--- src/rtl/decode_scoreboard.sv ---
// Decode-stage issue scoreboard: per-register pending-write counters gate issue on RAW hazards and counter room.
// Optional macro SCOREBOARD_WB_BYPASS_EN lets a source whose last pending write retires this cycle count as ready.
module decode_scoreboard #(
  parameter int NUM_REGS = 32,
  parameter int CNT_W    = 2
) (
  input  logic                clk_i,
  input  logic                rst_i,
  input  logic                dec_valid_i,
  output logic                dec_ready_o,
  input  logic [4:0]          addr_rs1_i,
  input  logic [4:0]          addr_rs2_i,
  input  logic [4:0]          addr_rd_i,
  input  logic                uses_rs1_i,
  input  logic                uses_rs2_i,
  input  logic                rd_we_i,
  input  logic                ex_ready_i,
  output logic                issue_o,
  input  logic                wb_valid_i,
  input  logic [4:0]          wb_addr_i,
  input  logic                flush_i,
  output logic [NUM_REGS-1:0] busy_o,
  output logic                err_o
);

  localparam int AW = 5;
  localparam logic [CNT_W-1:0] CNT_MAX = '1;
  localparam logic [CNT_W-1:0] CNT_ONE = CNT_W'(1);

  logic [CNT_W-1:0] cnt_q [NUM_REGS];
  logic [CNT_W-1:0] cnt_d [NUM_REGS];
  logic             err_q;
  logic             err_d;

  logic [CNT_W-1:0] rs1_cnt;
  logic [CNT_W-1:0] rs2_cnt;
  logic [CNT_W-1:0] rd_cnt;
  logic             wb_hit;
  logic             rs1_clear;
  logic             rs2_clear;
  logic             rs1_pend;
  logic             rs2_pend;
  logic             hazard;
  logic             full;
  logic             rd_inc;

  assign rs1_cnt = cnt_q[addr_rs1_i];
  assign rs2_cnt = cnt_q[addr_rs2_i];
  assign rd_cnt  = cnt_q[addr_rd_i];

  // A writeback is only meaningful for a real register and when no flush wipes the table.
  assign wb_hit = wb_valid_i & (wb_addr_i != '0) & ~flush_i;

`ifdef SCOREBOARD_WB_BYPASS_EN
  // Last outstanding write retiring now: execute forwards the value, so no stall.
  assign rs1_clear = wb_hit & (wb_addr_i == addr_rs1_i) & (rs1_cnt == CNT_ONE);
  assign rs2_clear = wb_hit & (wb_addr_i == addr_rs2_i) & (rs2_cnt == CNT_ONE);
`else
  assign rs1_clear = 1'b0;
  assign rs2_clear = 1'b0;
`endif

  assign rs1_pend = uses_rs1_i & (addr_rs1_i != '0) & (rs1_cnt != '0) & ~rs1_clear;
  assign rs2_pend = uses_rs2_i & (addr_rs2_i != '0) & (rs2_cnt != '0) & ~rs2_clear;
  assign hazard   = rs1_pend | rs2_pend;
  assign full     = rd_we_i & (addr_rd_i != '0) & (rd_cnt == CNT_MAX);

  assign dec_ready_o = ex_ready_i & ~hazard & ~full & ~flush_i;
  assign issue_o     = dec_valid_i & dec_ready_o;
  assign rd_inc      = issue_o & rd_we_i & (addr_rd_i != '0);

  always_comb begin
    err_d    = err_q;
    cnt_d[0] = '0;
    for (int i = 1; i < NUM_REGS; i++) begin
      cnt_d[i] = cnt_q[i];
      if (flush_i) begin
        cnt_d[i] = '0;
      end else begin
        // Simultaneous issue and retire on the same register cancel out.
        if (rd_inc && (addr_rd_i == AW'(i)) && !(wb_hit && (wb_addr_i == AW'(i)))) begin
          if (cnt_q[i] == CNT_MAX) begin
            err_d = 1'b1;
          end else begin
            cnt_d[i] = cnt_q[i] + 1'b1;
          end
        end else if (wb_hit && (wb_addr_i == AW'(i)) && !(rd_inc && (addr_rd_i == AW'(i)))) begin
          if (cnt_q[i] == '0) begin
            err_d = 1'b1;
          end else begin
            cnt_d[i] = cnt_q[i] - 1'b1;
          end
        end
      end
    end
  end

  always_ff @(posedge clk_i or posedge rst_i) begin
    if (rst_i) begin
      for (int i = 0; i < NUM_REGS; i++) begin
        cnt_q[i] <= '0;
      end
      err_q <= 1'b0;
    end else begin
      for (int i = 0; i < NUM_REGS; i++) begin
        cnt_q[i] <= cnt_d[i];
      end
      err_q <= err_d;
    end
  end

  assign busy_o[0] = 1'b0;
  generate
    for (genvar gi = 1; gi < NUM_REGS; gi++) begin : g_busy
      assign busy_o[gi] = (cnt_q[gi] != '0);
    end
  endgenerate

  assign err_o = err_q;

endmodule

--- config.mk ---
export PLATFORM = sky130hd
export DESIGN_NAME = decode_scoreboard
export DESIGN_NICKNAME = d
export VERILOG_FILES = /design/src/rtl/decode_scoreboard.sv
export SDC_FILE = /design/constraint.sdc
export NUM_CORES = 1
export LEC_CHECK = 0
export ABC_AREA = 1
export BUFFER_PORTS_ARGS = -buffer_cell sky130_fd_sc_hd__buf_2
export CELL_PAD_IN_SITES_DETAIL_PLACEMENT = 0
export CELL_PAD_IN_SITES_GLOBAL_PLACEMENT = 2
export CORE_MARGIN = 5
export CORE_UTILIZATION = 30
export CTS_BUF_LIST = sky130_fd_sc_hd__clkbuf_2
export DETAILED_ROUTE_END_ITERATION = 8
export PLACE_DENSITY = 0.83
export SLEW_MARGIN = 10
export SYNTH_ARGS = -nofsm -noshare
export SYNTH_HDL_FRONTEND = slang
export SYNTH_SLANG_ARGS = --single-unit
--- constraint.sdc ---
create_clock -name clk_i -period 2.9 [get_ports clk_i]
set_clock_uncertainty 0.1 [all_clocks]
set_input_delay 0.29 -clock clk_i [delete_from_list [all_inputs] [get_ports clk_i]]
set_output_delay 0.29 -clock clk_i [all_outputs]
set_load 0.05 [all_outputs]
### Word-level counts from Yosys, hierarchy flattened

Cells that the tools add are included.
W data, S select, Z words.

* logic and storage cells: 909
* bits in registers: 63
* output and inout port bits: 35

* bitwise operators: 21
* magnitude comparators: 3
* add/sub/neg operators: 62
* reduce and logical (&&, ||, !) cells: 316
* multiplexer cells: 319
* eq/ne operators: 156

Operator list (number)
* $mux W2: 161
* $ne A3 B3 Y1 const B: 62
* $eq A5 B5 Y1 const B: 32
* $mux W1: 155
* $logic_and A1 B1 Y1: 124
* $reduce_and A3 Y1: 31
* $reduce_bool A3 Y1: 31
* $eq A5 B4 Y1 const B: 16
* $reduce_bool A2 Y1: 33
* $eq A2 B2 Y1 const B: 32
* $add A2 B1 Y2 const B: 31
* $logic_not A1 Y1: 62
* $logic_not A2 Y1: 31
* $sub A2 B1 Y2 const B: 31
* $eq A5 B3 Y1 const B: 8
* $bmux W2 S5: 3
* $eq A5 B2 Y1 const B: 4
* $reduce_bool A5 Y1: 4
* $ge A6 B6 Y1 const B: 3
* $not A5 Y6: 3
* $and A1 B1 Y1: 14
* $eq A5 B1 Y1 const B: 2
* $not A1 Y1: 3
* $or A1 B1 Y1: 1

### Longest topological paths before layout

Gate-level depths: netlist of run 1.

* word-level depth: 140
* depth in mapped cells: 25

### Worst setup path before layout of run 1

OpenSTA, ideal clock, no wires.

* path type: reg2reg
* start: register cnt_q[12] in the netlist's numbering
* end: register cnt_q[1] in the netlist's numbering
* slack: 0.131 ns
* cell stages (with the launch flop): 17
* period minus slack after synthesis: 2.769 ns
* arrival: 2.551 ns
* setup time: 0.118 ns
* path through: dfrtp_1 > or2_0 > clkbuf_1 > a21oi_1 > nand2_1 > nand3_1 > nand3_1 > nand3_1 > nand3_1 > nor2_4 > nand2_2 > nor2_4 > nand3_2 > or2_1 > or2_0 > nand3_1 > nand2_1

* cells in the longest elaborated chain, start to end: 18
* elaborated cells between the ends (all ways): 34
* classes of those cells: 3 x eq/ne; 11 x mux; 12 x bitwise; 8 x reduce/logical

RTL lines
* start, declared: RTL line 30 `logic [CNT_W-1:0] cnt_q [NUM_REGS];`
* start signal, assigned by index: RTL line 106 `cnt_q[i] <= cnt_d[i];`
* $bmux W2 S5 (on tied branches): RTL line 47, 48
* $mux W2 (on tied branches) (2 in a row): RTL line 47, 48
* $reduce_bool A2 Y1 (on tied branches): RTL line 63, 64
* $and A1 B1 Y1 (on tied branches): RTL line 63, 64
* $or A1 B1 Y1: RTL line 65 `assign hazard = rs1_pend | rs2_pend;`
* $not A1 Y1: RTL line 68 `assign dec_ready_o = ex_ready_i & ~hazard & ~full & ~flush_i;`
* $and A1 B1 Y1: RTL line 68
* $and A1 B1 Y1 (*) (2 in a row): RTL line 68
* $and A1 B1 Y1 (*): RTL line 69 `assign issue_o = dec_valid_i & dec_ready_o;`
* $and A1 B1 Y1 (*) (2 in a row): RTL line 70 `assign rd_inc = issue_o & rd_we_i & (addr_rd_i != '0);`
* $logic_and A1 B1 Y1 (*): RTL line 81, 87
* $logic_not A1 Y1: RTL line 87 `end else if (wb_hit && (wb_addr_i == AW'(i)) && !(rd_inc && (addr_rd_i == AW'(i)))) begin`
* $logic_and A1 B1 Y1: RTL line 87
* $reduce_bool A3 Y1 (no source line)
* $reduce_and A3 Y1 (no source line)

Every way passes the cells marked *; elsewhere a longest branch is shown, timed or not. The select of a mux whose other input is x is not followed.
A chain may end at the register's enable or synchronous reset.

### Worst setup path in the final report of run 1

* start: register cnt_q[0] in the netlist's numbering
* end: register cnt_q[46] in the netlist's numbering

The elaborated chain is that of the path after synthesis.

==> results of run 1 <==
-- final timing paths --
path | start | endpoint | slack (ns) | depth (start not counted)
worst min-delay path | rst_i | cnt_q[19] | 0.23 | 3
max in group asynchronous | rst_i | cnt_q[46] | 1.78 | 4
worst max register to register | cnt_q[0] | cnt_q[46] | -0.04 | 18
worst min register to register | cnt_q[58] | cnt_q[58] | 0.47 | 3
worst max-delay path | cnt_q[0] | cnt_q[46] | -0.04 | 18
min in group clk_i | flush_i | cnt_q[12] | 0.23 | 3
-- kinds of logic (layout without fill, tap and decap cells) --
logic type	count (synthesis)	in the layout	share of synthesized area (%)
other	1	2	0.0602
DFF	63	63	25.3
buffers and inverters	169	388	11.0
muxes	4	4	0.723
and+or+nand+nor	717	717	49.1
AOI/OAI and AO/OA	131	131	11.4
xor gates and xnor gates	17	17	2.39
-- through the flow --
stage	total power (W)	setup slack, ns	std cells	hold WS, ns	instance area (sq um)
after floorplan	0.00198	0.131	1102	0.385	6230
after global placement	0.00265	-0.166	1557	0.371	7930
after detailed placement	0.00266	-0.178	1557	0.370	7930
after CTS	0.00348	-0.00753	1582	0.173	8260
after global routing	0.00378	-0.201	1592	0.225	8740
final	0.00355	-0.0362	1592	0.231	8740
-- repair_timing --
action | 4_1_cts | 5_1_grt
hold buffers | 1 | 0
resized for setup | 34 | 132
gates cloned | 0 | 1
setup endpoints to repair | 9 | 64
pin swaps | 7 | 43
hold endpoints to repair | 29 | 0
buffers inserted | 8 | 8
-- worst max-delay path: cells and delay by family, from the launching register on --
family	cells	cell delay, ns
and+or+nand+nor	14	1.88
AOI/OAI and AO/OA	2	0.18
buffers and inverters	2	0.27
DFF	1	0.43
-- power by group --
part	total, W	internal (W)	leakage [nW]	switching [W]
registers	0.00106	0.000978	0.803	0.0000791
logic	0.00174	0.000632	3.39	0.00111
clock network	0.000760	0.000365	0.0893	0.000395
-- metal layers --
metal	vias to the layer above	GRT usage (%)	part of all wire, %
met5	-	0	0
met4	0	7.65	3.0
met3	37	3.57	4.7
met2	189	34.8	45
met1	3650	29.7	47
li1	3954	-	-
-- sequential cells by signal, summed over array words and instances (netlist names) --
signal and flops:
err_o 1, cnt_q 62
-- area by class of cell --
cell class                      instances  area [sq um]  share of cell area (%)
Tap cell                              270           338                    3.86
Inverter                              133           504                    5.77
Antenna cell                            1          2.50                  0.0286
Multi-Input combinational cell        870          4390                    50.3
Clock buffer                            9          45.0                   0.515
Sequential cell                        63          1580                    18.1
Clock inverter                          7           111                    1.27
Timing Repair Buffer                  239          1770                    20.2
-- placed cells by master (no fill, tap or decap), drive strengths merged, types with 2 or more instances in the layout --
cell	count
nor2	214
bufinv	3
dfrtp	63
a21oi	25
a31oi	10
o21ai	83
o21a	4
nand2	320
nor3	3
nand3b	12
clkinv	5
mux2	4
nand3	126
clkbuf	9
o211ai	2
xor2	3
buf	238
xnor2	14
or2	13
nand4	28
a311oi	2
inv	131
o21bai	3
==> impl_metrics.sql, run 1 <==
INSERT INTO impl_metrics (metric_group, metric, value, unit) VALUES
('run_status', 'outcome', 'finished with violations', ''),
('run_status', 'failing_checks', 'setup timing', ''),
('worst_setup_path', 'crit_path_max_fanout', '5', ''),
('worst_setup_path', 'timing.critical_path.cells', 'or2_2, nand2_1, nand3_1, nand3_2, nand3_2, nand3_2, nand3_4, nor2_4, nand2_2, buf_6, nor2_4, buf_12, nand4_1, nor2_2, nor2_2, o21ai_2, nand2_1, o21ai_1', ''),
('synth', 'synthCells', '1102', ''),
('cells_and_area', 'num-nets-final', '1345', ''),
('placed_design', 'gp_congestion', '0.914', ''),
('sta', 'fin_crit_sh', '101', '%'),
('worst_setup_path', 'critical_path.most_common_cell', 'nand3_2', ''),
('cells_and_area', 'finalCoreUtilization', '42.9', '%'),
('drt', 'postRouteWirelength', '26400', 'um'),
('clock_tree', 'clock_insertion_delay_at_the_later_pin_of_the_skew_report', '0.60', 'ns'),
('worst_setup_path', 'worst-endpoint-required', '3.31', 'ns'),
('global_routing', 'overflow', '0', ''),
('sta', 'worst_slew_pin_slew', '0.763', 'ns'),
('sta', 'max_slew_margin', '49.0', '%'),
('sta', 'count_of_pins_over_their_slew_limit', '0', ''),
('synth', 'synth-seq-area-share', '25.3', '%'),
('sta', 'finalCriticalPeriod', '2.94', 'ns'),
('global_routing', 'maximum_number_of_pins_on_one_net_before_global_route_repair', '49', ''),
('synth', 'synth.area.top_cells', 'dfrtp_1, nand2_1, nor2_1', ''),
('synth', 'synth.top_cell.area_share', '25.3', '%'),
('worst_setup_path', 'timing.critical_path.to_type', 'flop', ''),
('sta', 'setup_violations', '3', ''),
('die', 'core_region_area', '20400', 'sq um'),
('sta', 'timing_hold_violations_final', '0', ''),
('drt', 'first_iter_violations', '513', ''),
('cells_and_area', 'drive_above_1_share', '29.1', '%'),
('clock_tree', 'tritoncts.num_buffers', '9', ''),
('clock_tree', 'clkTransAtPathRegs', '0.24', 'ns'),
('drt', 'avgViaCountPerCell', '4.92', ''),
('synth', 'synthTopCellsByCount', 'nand2_1, nor2_1, inv_1', ''),
('cells_and_area', 'area_delta_synth_final', '40.4', '%'),
('synth', 'synth.ff_latch_count', '63', ''),
('global_routing', 'grt_pass1_vias', '7304', ''),
('synth', 'syn_nets', '1131', ''),
('global_routing', 'number_of_antenna_violations_at_the_first_check_in_global_routing', '1', ''),
('synth', 'post_synthesis_instance_area', '6230', 'sq um'),
('worst_setup_path', 'cp_data_arrival_time', '3.35', 'ns'),
('worst_hold_path', 'worstHoldPathType', 'primary input to async pin', ''),
('sta', 'timing.setup.tns', '-0.0726', 'ns'),
('clock_tree', 'cts_tree', 'done', ''),
('synth', 'dominantRegCellSynth', 'dfrtp_1', ''),
('clock_tree', 'cts_root_buffer', 'clkbuf_2', ''),
('die', 'floorplan.rows', '52', ''),
('synth', 'synthMostInstantiatedCell', 'nand2_1', ''),
('placed_design', 'dp_hpwl', '20900', 'um'),
('power', 'leakage', '4.28', 'nW'),
('synth', 'postSynthAreaPerCell', '5.65', 'sq um'),
('cells_and_area', 'nFillCells', '2287', ''),
('clock_tree', 'clock_sinks', '63', ''),
('placed_design', 'numPortBuffers', '62', ''),
('sta', 'max_clock_freq', '341', 'MHz'),
('worst_setup_path', 'setup.worst_path.class', 'flop to flop', ''),
('drt', 'drt.antenna.violating_nets', '0', ''),
('job', 'max-cap-violations', '0', ''),
('clock_tree', 'htreeDepth', '3', ''),
('synth', 'synth_async_sr_flop_share', '100', '%'),
('power', 'vdd.ir_drop.worst', '0.233', 'mV'),
('drt', 'routed-via-count', '7830', ''),
('die', 'chipHeight', '154', 'um'),
('drt', 'routedWlPerCell', '16.6', 'um'),
('drt', 'drc_errors', '0', ''),
('worst_setup_path', 'timing.critical_path.slowest_stage_cell', 'dfrtp_1', ''),
('synth', 'synth_cell_type_count', '39', ''),
('synth', 'synth.yosys.warnings', '0', ''),
('synth', 'synth_edf_count', '0', ''),
('drt', 'dr.pass1.iters', '5', ''),
('synth', 'synth.largest_area_cell', 'dfrtp_1', ''),
('die', 'die_x', '154', 'um'),
('die', 'boundaryPins', '64', ''),
('worst_setup_path', 'crit_path_max_incr_delay', '0.43', 'ns'),
('die', 'fp.dieArea', '23700', 'sq um'),
('die', 'starting_utilization_of_the_core_area', '30.6', '%'),
('worst_setup_path', 'startpoint_type', 'flop', ''),
('global_routing', 'grt_pass1_wl', '40700', 'um'),
('sta', 'post-route-worst-setup-slack', '-0.0362', 'ns'),
('global_routing', 'globalRouteTotalUtil', '21.8', '%'),
('power', 'power-per-cell-area', '407', 'nW/um^2'),
('sta', 'rsz0062_at_grt', 'yes', ''),
('clock_tree', 'max-clock-path-buffers', '2', '');
(Power assumes the default switching activity.)
==> run 2, diff against run 1 <==
- CORE_UTILIZATION: 30 -> 23
- PLACE_DENSITY: 0.83 -> 0.67
==> run 2 against run 1 <==
Against the previous run:
- the run still ends with setup timing left
- hold slack got worse by 0.060 ns
- critical path depth increased by 3
- cell area grew 0.52%
- count of clock-buffer cells in the layout unchanged
- clock power is 25% lower
- wire length is 8.8% higher
- global-route usage down 3.2 points
- flip-flop and latch count unchanged
- sequential power barely moved
- core utilization is 10 points lower
- critical path type unchanged
==> impl_metrics.sql, run 2 (synthesis results as in run 1) <==
INSERT INTO impl_metrics (metric_group, metric, value, unit) VALUES
('cells_and_area', 'nFillCells', '3021', ''),
('sta', 'max_clock_freq', '338', 'MHz'),
('worst_setup_path', 'reg2reg_slack', '-0.06', 'ns'),
('global_routing', 'gr-max-usage-layer', 'met2', ''),
('cells_and_area', 'num-nets-final', '1363', ''),
('global_routing', 'global_route.usage.met1', '25.6', '%'),
('placed_design', 'numPortBuffers', '62', ''),
('cells_and_area', 'layout_commonest_cell', 'nand2_1', ''),
('sta', 'count_of_pins_over_their_slew_limit', '0', ''),
('sta', 'final.hold.worst_slack', '0.170', 'ns'),
('worst_setup_path', 'setup.worst_path.class', 'flop to flop', ''),
('sta', 'worst_slew_pin_slew', '0.684', 'ns'),
('drt', 'dr.pass1.iters', '5', ''),
('drt', 'avgViaCountPerCell', '4.67', ''),
('placed_design', 'dp_hpwl', '23300', 'um'),
('worst_setup_path', 'timing.critical_path.to_type', 'flop', ''),
('worst_setup_path', 'crit-reg2reg-launch', 'cnt_q[0]', ''),
('global_routing', 'number_of_antenna_violations_at_the_first_check_in_global_routing', '1', ''),
('clock_tree', 'clock_insertion_delay_at_the_later_pin_of_the_skew_report', '0.59', 'ns'),
('placed_design', 'placed_cells', '1645', ''),
('power', 'power-per-cell-area', '381', 'nW/um^2'),
('clock_tree', 'cts_tree', 'done', ''),
('worst_hold_path', 'worstHoldPathType', 'primary input to flop', ''),
('job', 'max-cap-violations', '0', ''),
('die', 'boundaryPins', '64', ''),
('drt', 'drt.antenna.violating_nets', '0', ''),
('global_routing', 'met2_usage', '29.4', '%'),
('drt', 'first_iter_violations', '467', ''),
('clock_tree', 'clkTransAtPathRegs', '0.20', 'ns'),
('run_status', 'failing_checks', 'setup timing', ''),
('worst_setup_path', 'setup.worst_path.start', 'cnt_q[0]', ''),
('cells_and_area', 'layout.cells.most_common_list', 'nand2_1, nor2_1, buf_4, inv_1, nand3_1', ''),
('sta', 'fin_crit_sh', '102', '%'),
('sta', 'setup_violations', '5', ''),
('power', 'vdd.ir_drop.worst', '0.169', 'mV'),
('global_routing', 'grtUsageMet3', '2.74', '%'),
('global_routing', 'grt_pass1_vias', '7500', ''),
('drt', 'postRouteWirelength', '28700', 'um'),
('sta', 'max_slew_margin', '54.3', '%'),
('die', 'floorplan.rows', '60', ''),
('clock_tree', 'clock_sinks', '63', ''),
('cells_and_area', 'largest_register', 'cnt_q', ''),
('sta', 'rsz0062_at_grt', 'yes', ''),
('drt', 'routedWlPerCell', '17.1', 'um'),
('global_routing', 'globalRouteTotalUtil', '18.6', '%'),
('die', 'starting_utilization_of_the_core_area', '23.2', '%'),
('sta', 'timing_hold_violations_final', '0', ''),
('worst_hold_path', 'hold_path.startpoint', 'flush_i', ''),
('die', 'die_x', '175', 'um'),
('power', 'leakage', '4.28', 'nW'),
('clock_tree', 'tritoncts.num_buffers', '9', ''),
('sta', 'post-route-worst-setup-slack', '-0.0594', 'ns'),
('clock_tree', 'max-clock-path-buffers', '2', ''),
('drt', 'routed-via-count', '7834', ''),
('global_routing', 'grt_pass1_wl', '43900', 'um'),
('clock_tree', 'cts_root_buffer', 'clkbuf_2', ''),
('clock_tree', 'htreeDepth', '3', ''),
('die', 'fp.dieArea', '30500', 'sq um'),
('worst_setup_path', 'startpoint_type', 'flop', ''),
('cells_and_area', 'drive_above_1_share', '28.7', '%'),
('cells_and_area', 'instances_no_fill', '1679', ''),
('worst_setup_path', 'crit_path_max_fanout', '6', ''),
('worst_setup_path', 'cp_data_arrival_time', '3.35', 'ns'),
('global_routing', 'overflow', '0', ''),
('die', 'core_region_area', '26800', 'sq um'),
('sta', 'finalCriticalPeriod', '2.96', 'ns'),
('run_status', 'outcome', 'finished with violations', ''),
('global_routing', 'maximum_number_of_pins_on_one_net_before_global_route_repair', '49', ''),
('die', 'chipHeight', '175', 'um'),
('worst_setup_path', 'worst-endpoint-required', '3.29', 'ns'),
('cells_and_area', 'largest_register_ff_count', '62', ''),
('placed_design', 'gp_congestion', '0.869', ''),
('drt', 'drc_errors', '0', ''),
('cells_and_area', 'area_delta_synth_final', '41.1', '%');
[run 2: cell count changes in the layout (fill, tap and decap cells not counted), moves of 5 or more]
cell and change:
buf_4 +26, o21ai_1 -9, nand3_2 -9, nand3_1 +10, buf_6 -5, o21ai_0 +7
[run 2: path summary, 6_finish.rpt]
check	depth (start not counted)	end
setup reg to reg	21	cnt_q[1]
hold reg to reg	3	cnt_q[58]
min in group asynchronous	3	cnt_q[41]
hold / removal	4	cnt_q[17]
setup / recovery	21	cnt_q[1]
max in group asynchronous	4	cnt_q[36]
[run 2: what timing repair did]
item                                   in CTS  in global routing
pin swaps                                  17                 41
hold buffers                                1                  0
endpoints found under the hold margin      23                  0
resized for setup                          38                 97
setup endpoints to repair                  17                 64
buffers inserted                           12                 11
[run 2: metrics by stage]
step	instance area (sq um)	setup WS [ns]	total power (W)	utilization, %	setup TNS, ns
floorplan	6230	0.131	0.00198	-	0
global placement	8140	-0.270	0.00271	30.4	-3.56
detailed placement	8140	-0.303	0.00271	30.4	-4.75
CTS	8430	-0.0504	0.00335	31.5	-0.139
global route	8790	-0.222	0.00357	32.8	-3.82
finish	8790	-0.0594	0.00335	32.8	-0.102
[run 2: metal layers]
metal	up-vias	share of wire [%]	routed length, um
met3	43	3.9	1130
met1	3615	48	13700
li1	3992	-	-
met5	-	0	0
met4	0	4.0	1140
met2	184	44	12800
[run 2: area by class of cell]
cell class                      count  area (sq um)  area share (%)
Antenna cell                        1          2.50          0.0285
Clock buffer                        9          45.0           0.513
Clock inverter                      5          51.3           0.584
Inverter                          133           502            5.71
Multi-Input combinational cell    870          4320            49.2
Sequential cell                    63          1580            18.0
Tap cell                          341           427            4.86
Timing Repair Buffer              257          1860            21.2
[run 2: worst max-delay path: stages, from the launching register on]
cell and delay [ns]:
dfrtp_1 0.44, buf_4 0.16, nand2_1 0.11, o21ai_0 0.10, nand2_1 0.06, nand2_1 0.07
nand2_1 0.06, nand2_1 0.06, o21ai_2 0.13, nand2_1 0.07, nand2_2 0.06, nor2_2 0.04
nor2_4 0.15, nand2_2 0.09, buf_6 0.15, nor2_4 0.19, buf_4 0.16, nand3_2 0.09
or2_4 0.27, or2_0 0.20, nand3_1 0.08, nand2_1 0.05
[run 2: where the power goes]
part | total, W | switching (W) | internal, W
Sequential | 0.00105 | 0.0000702 | 0.000977
Combinational | 0.00173 | 0.00111 | 0.000617
Clock | 0.000570 | 0.000386 | 0.000184
